### config.mk
export PLATFORM = sky130hd
export DESIGN_NAME = edge_rate_monitor
export DESIGN_NICKNAME = d
export VERILOG_FILES = /design/src/rtl/edge_rate_monitor.sv
export SDC_FILE = /design/constraint.sdc
export NUM_CORES = 1
export LEC_CHECK = 0
export ABC_AREA = 1
export CAP_MARGIN = 20
export CORE_MARGIN = 3
export CORE_UTILIZATION = 50
export CTS_CLUSTER_DIAMETER = 100
export DETAILED_ROUTE_END_ITERATION = 12
export GPL_TIMING_DRIVEN = 0
export PLACE_DENSITY = 0.74
export SYNTH_ARGS = -nofsm -noshare
export SYNTH_HDL_FRONTEND = slang
export SYNTH_SLANG_ARGS = --single-unit
### constraint.sdc
create_clock -name clk -period 9.7 [get_ports clk]
set_input_delay 2.91 -clock clk [delete_from_list [all_inputs] [get_ports clk]]
set_output_delay 2.91 -clock clk [all_outputs]
set_load 0.01 [all_outputs]
### src/rtl/edge_rate_monitor.sv
// Edge rate monitor: counts clk cycles between rising edges of an async strobe.
// Reports last/min/max period, event count and done/timeout status per run.
module edge_rate_monitor #(
    parameter int CNT_W       = 32,
    parameter int NUM_EVENTS  = 3,
    parameter int TIMEOUT     = 1000,
    parameter int SYNC_STAGES = 2
) (
    input  logic             clk,
    input  logic             reset,
    input  logic             start,
    input  logic             ev_in,
    output logic [CNT_W-1:0] period,
    output logic             period_valid,
    output logic [CNT_W-1:0] min_period,
    output logic [CNT_W-1:0] max_period,
    output logic [CNT_W-1:0] ev_count,
    output logic             busy,
    output logic             done,
    output logic             timeout
);
    localparam logic [CNT_W-1:0] ALL_ONES = '1;
    localparam logic [CNT_W-1:0] TMO      = CNT_W'(TIMEOUT);
    localparam logic [CNT_W-1:0] NEV      = CNT_W'(NUM_EVENTS);
    localparam logic [CNT_W-1:0] ONE      = CNT_W'(1);

    typedef enum logic [1:0] {IDLE, ARMED, MEASURE, DONE} state_t;

    state_t                 state;
    logic [SYNC_STAGES-1:0] sync_q;
    logic                   prev_q;
    logic                   ev_edge;
    logic                   start_ok;
    logic [CNT_W-1:0]       cnt;
    logic [CNT_W-1:0]       ev_next;

    assign ev_edge  = sync_q[SYNC_STAGES-1] & ~prev_q;
    assign start_ok = start && (state == IDLE || state == DONE);
    assign ev_next  = ev_count + ONE;

    always_ff @(posedge clk or posedge reset) begin
        if (reset) begin
            sync_q <= '0;
            prev_q <= 1'b0;
        end else begin
            sync_q <= {sync_q[SYNC_STAGES-2:0], ev_in};
            prev_q <= sync_q[SYNC_STAGES-1];
        end
    end

    // Cycles since the last start or edge; sticks at all-ones instead of wrapping.
    always_ff @(posedge clk or posedge reset) begin
        if (reset) begin
            cnt <= '0;
        end else if (start_ok || ev_edge) begin
            cnt <= ONE;
        end else if (cnt != ALL_ONES) begin
            cnt <= cnt + ONE;
        end
    end

    always_ff @(posedge clk or posedge reset) begin
        if (reset) begin
            state        <= IDLE;
            period       <= '0;
            period_valid <= 1'b0;
            min_period   <= ALL_ONES;
            max_period   <= '0;
            ev_count     <= '0;
            busy         <= 1'b0;
            done         <= 1'b0;
            timeout      <= 1'b0;
        end else begin
            period_valid <= 1'b0;
            unique case (state)
                IDLE, DONE: begin
                    if (start) begin
                        state      <= ARMED;
                        period     <= '0;
                        ev_count   <= '0;
                        min_period <= ALL_ONES;
                        max_period <= '0;
                        busy       <= 1'b1;
                        done       <= 1'b0;
                        timeout    <= 1'b0;
                    end
                end
                ARMED: begin
                    if (ev_edge) begin
                        state <= MEASURE;
                    end else if (cnt == TMO) begin
                        state   <= DONE;
                        busy    <= 1'b0;
                        done    <= 1'b1;
                        timeout <= 1'b1;
                    end
                end
                MEASURE: begin
                    // An edge landing on the timeout cycle still counts as a period.
                    if (ev_edge) begin
                        period       <= cnt;
                        period_valid <= 1'b1;
                        ev_count     <= ev_next;
                        if (cnt < min_period) min_period <= cnt;
                        if (cnt > max_period) max_period <= cnt;
                        if (ev_next == NEV) begin
                            state <= DONE;
                            busy  <= 1'b0;
                            done  <= 1'b1;
                        end
                    end else if (cnt == TMO) begin
                        state   <= DONE;
                        busy    <= 1'b0;
                        done    <= 1'b1;
                        timeout <= 1'b1;
                    end
                end
                default: state <= IDLE;
            endcase
        end
    end
endmodule

==> results.md <==
- Final Hold Vio Count: 0
- CTS Buf Count: 17
- Routed Antenna Nets: 0
- Slew HR: 26.0%
- Layout Area Growth over Synthesis: 24.0%
- Yosys cell types: 41
- Grt ovf: 0
- Worst-Skew Late Latency: between 400 and 500 ps
- Min Tclk post-route: about 5400 ps
- Final Skew: ~9.6 ps
- Pleak: between 5 and 6 nW
- N_diodes: 0
- Critical path class: in -> reg
- Die area: between 0.02 and 0.025 mm²
- Initial antenna violation count: 0
- Core area: approximately 0.020 mm²
- Vias per inst: about 5.5
- Hold Path Depth: 0
- Share of the core filled with cells: between 60 and 70%
- CP Buf/Inv Count: 3
- Ys async rst share: 100%
- Layout Cell Area excl Fill: approximately 0.012 mm²
- CP Launch Type: primary input
- Seq/Total Area, Yosys: a little over two fifths
- Mean routed wirelength per cell: ~17 µm
- Cell area power density: between 200 and 250 mW/mm²
- Die height: approximately 150 µm
- Area of the mapped netlist: about 0.01 mm²
- CTS tree: yes
- H-tree levels: 4
- Final Max Tran Viols: 0
- Yosys warning count: 0
- CP top delay family: buffers and inverters
- DP Worst Slack: approximately 4000 ps
- RSZ-0062 raised after global routing: false
- Final setup viols: 0
- Min-delay worst type: reg -> reg
- I/O pin cnt: ~140
- Levels on crit path: 7
- Clock Path Buffers: 2
- Fmax: about 190 MHz
- Period utilization: roughly 55%
- Worst-path clk slew: 70 ps
- First-pass GRT wire length: 48000 µm
- Mapped Avg Cell Area: about 7.5 µm²
- Placed standard-cell area: about 0.012 mm²
- DRT iter0 DRCs: ~760
- Root Driver: clkbuf_16
- Critical path arrival: roughly 5700 ps
- CTS sink cnt: 169
- Largest net degree at the start of global routing: 110
- Buffers added on ports: 135
- Crit path capture type: register
- RePlAce Congestion: 0.972
- Total nets after synthesis: about 1400
- Cells after synthesis: around 1300
- Worst path slowest cell: nor3_2
- CP Max Fanout: 10
- FF-to-FF path depth: 9
- Starting Density: between 50% and 60%
- Setup bufs post-CTS: 0
- GRT Total Usage: 27.6%
- Post-synth top flop: dfrtp_1
- Post-synth EDFFs: 0
- Die width: between 100 and 150 µm
- Post-CTS Resized: 0
- Share of cells above drive strength 1: 7.35%
- CTS Hold Bufs: 0
- Count of maximum capacitance violations: 0
- Worst vdd ir: around 0.19 mV
- Overall Power: about 3 mW
- Crit path cell chain: clkdlybuf4s50_1 -> nor2_1 -> nor3_2 -> clkinv_1 -> clkbuf_1 -> nand2_1 -> o21ai_0
- 1st-pass router iterations: 7
- Required @ worst endpoint: ~10000 ps
- Status: finished, final reports clean
- #FFs+latches synth: 169
- Post-Route WL: approximately 30000 µm
- Cell Rows: 51
- Vias in the first global route: 9437
- Routed vias: between 9000 and 10000
- Setup ws final: approximately 4300 ps
- Nets: around 1600
- Worst-Margin Slew: approximately 1100 ps
- Post-DP HPWL: 21500 µm
- CP max stage delay: about 900 ps
- DRC Markers: 0
## cell usage after synthesis (2+ instances only)
master | n | area (µm²)
o21ai_1 | 4 | 20.0
dfstp_2 | 32 | 841
nor2_2 | 9 | 56.3
nand2_2 | 8 | 50.1
o31ai_1 | 2 | 15.0
buf_2 | 5 | 25.0
inv_1 | 165 | 619
nor2_1 | 89 | 334
nand3_1 | 106 | 531
clkinv_1 | 2 | 7.51
nor3_2 | 4 | 40.0
a211oi_1 | 7 | 52.6
nand2_1 | 416 | 1560
inv_2 | 5 | 18.8
o22ai_1 | 8 | 50.1
o21a_1 | 3 | 22.5
o21ai_0 | 87 | 435
nand4_1 | 23 | 144
nand2_4 | 4 | 45.0
a31oi_1 | 5 | 31.3
o211ai_1 | 3 | 22.5
nand3_2 | 2 | 20.0
a21oi_1 | 42 | 210
nor2_4 | 7 | 78.8
clkbuf_1 | 32 | 120
xor2_1 | 10 | 87.6
ha_1 | 70 | 876
nor3_1 | 21 | 105
nor4_1 | 10 | 62.6
dfrtp_1 | 137 | 3430
## sequential cells by signal (all words and copies together), names as in the netlist, 2 cells and up
signal      cells
cnt            32
ev_count       32
max_period     32
min_period     32
period         32
state           2
sync_q          2
## path summary, 6_finish.rpt
kind / start / to / slack [ps]
min in group asynchronous: reset / ev_count[7] / 2890
worst max register to register: state[0] / period[24] / 6310
worst min register to register: sync_q[0] / sync_q[1] / 350
worst max-delay path: start / period[24] / 4320
max in group asynchronous: reset / min_period[14] / 5910
worst min-delay path: sync_q[0] / sync_q[1] / 350
## layer usage
metal	GRT usage (%)	wire (µm)
met5	0	0
met2	45.5	14200
met3	4.90	2080
met4	10.6	815
met1	36.4	12400
## cells by family after synthesis
group | Yosys count | share of synthesized area (%)
adder cells (fa/ha/maj) | 70 | 8.74
AND/OR/NAND/NOR | 704 | 30.8
XOR/XNOR | 11 | 0.962
buffers and inverters | 209 | 7.89
AO/OA/AOI/OAI | 166 | 8.99
flip-flops | 169 | 42.6
## worst reg2reg max path: cells and delay by family, from the launching register on
family	cells	cell delay [ps]
AO/OA/AOI/OAI	1	90
AND/OR/NAND/NOR	3	1120
flip-flops	1	380
buffers and inverters	4	1450
adder cells (fa/ha/maj)	1	200
## through the flow
stage	setup TNS (ps)	hold slack, ps	instances
after global routing	0	358	1762
final	0	355	1762
after global placement	-16010	336	1729
after CTS	0	357	1762
after floorplan	0	331	1329
after detailed placement	0	341	1730
## report_power, final
group / internal (mW) / switching (mW) / total, mW
sequential: 0.857 / 0.0836 / 0.941
clock: 0.517 / 0.299 / 0.816
combinational: 0.394 / 0.788 / 1.18
total: 1.77 / 1.17 / 2.94
## cell type report
class                   count  area, µm²
inverters                 172        653
clock buffers              21        450
well taps                 265        332
repair buffers            136       1380
plain buffers              37        145
clock inverters            11        240
fillers                  1749       7160
flip-flops and latches    169       4270
multi-input cells         951       4960
## cells in the final DEF (no fill, tap or decap), types with 5 or more instances in the layout
cell type | Yosys | final
o22ai_1 | 8 | 8
nand4_1 | 23 | 23
a211oi_1 | 7 | 7
xor2_1 | 10 | 10
nor2_2 | 9 | 9
a31oi_1 | 5 | 5
inv_1 | 165 | 164
nand3_1 | 106 | 106
dfstp_2 | 32 | 32
clkbuf_16 | 0 | 17
nand2_1 | 416 | 416
nand2_2 | 8 | 8
buf_2 | 5 | 5
nor2_1 | 89 | 89
inv_2 | 5 | 5
a21oi_1 | 42 | 42
clkbuf_1 | 32 | 35
bufinv_16 | 0 | 7
o21ai_0 | 87 | 87
dfrtp_1 | 137 | 137
nor4_1 | 10 | 10
clkdlybuf4s50_1 | 0 | 135
ha_1 | 70 | 70
nor2_4 | 7 | 7
nor3_1 | 21 | 21
Power figures use the tool's default switching activity.
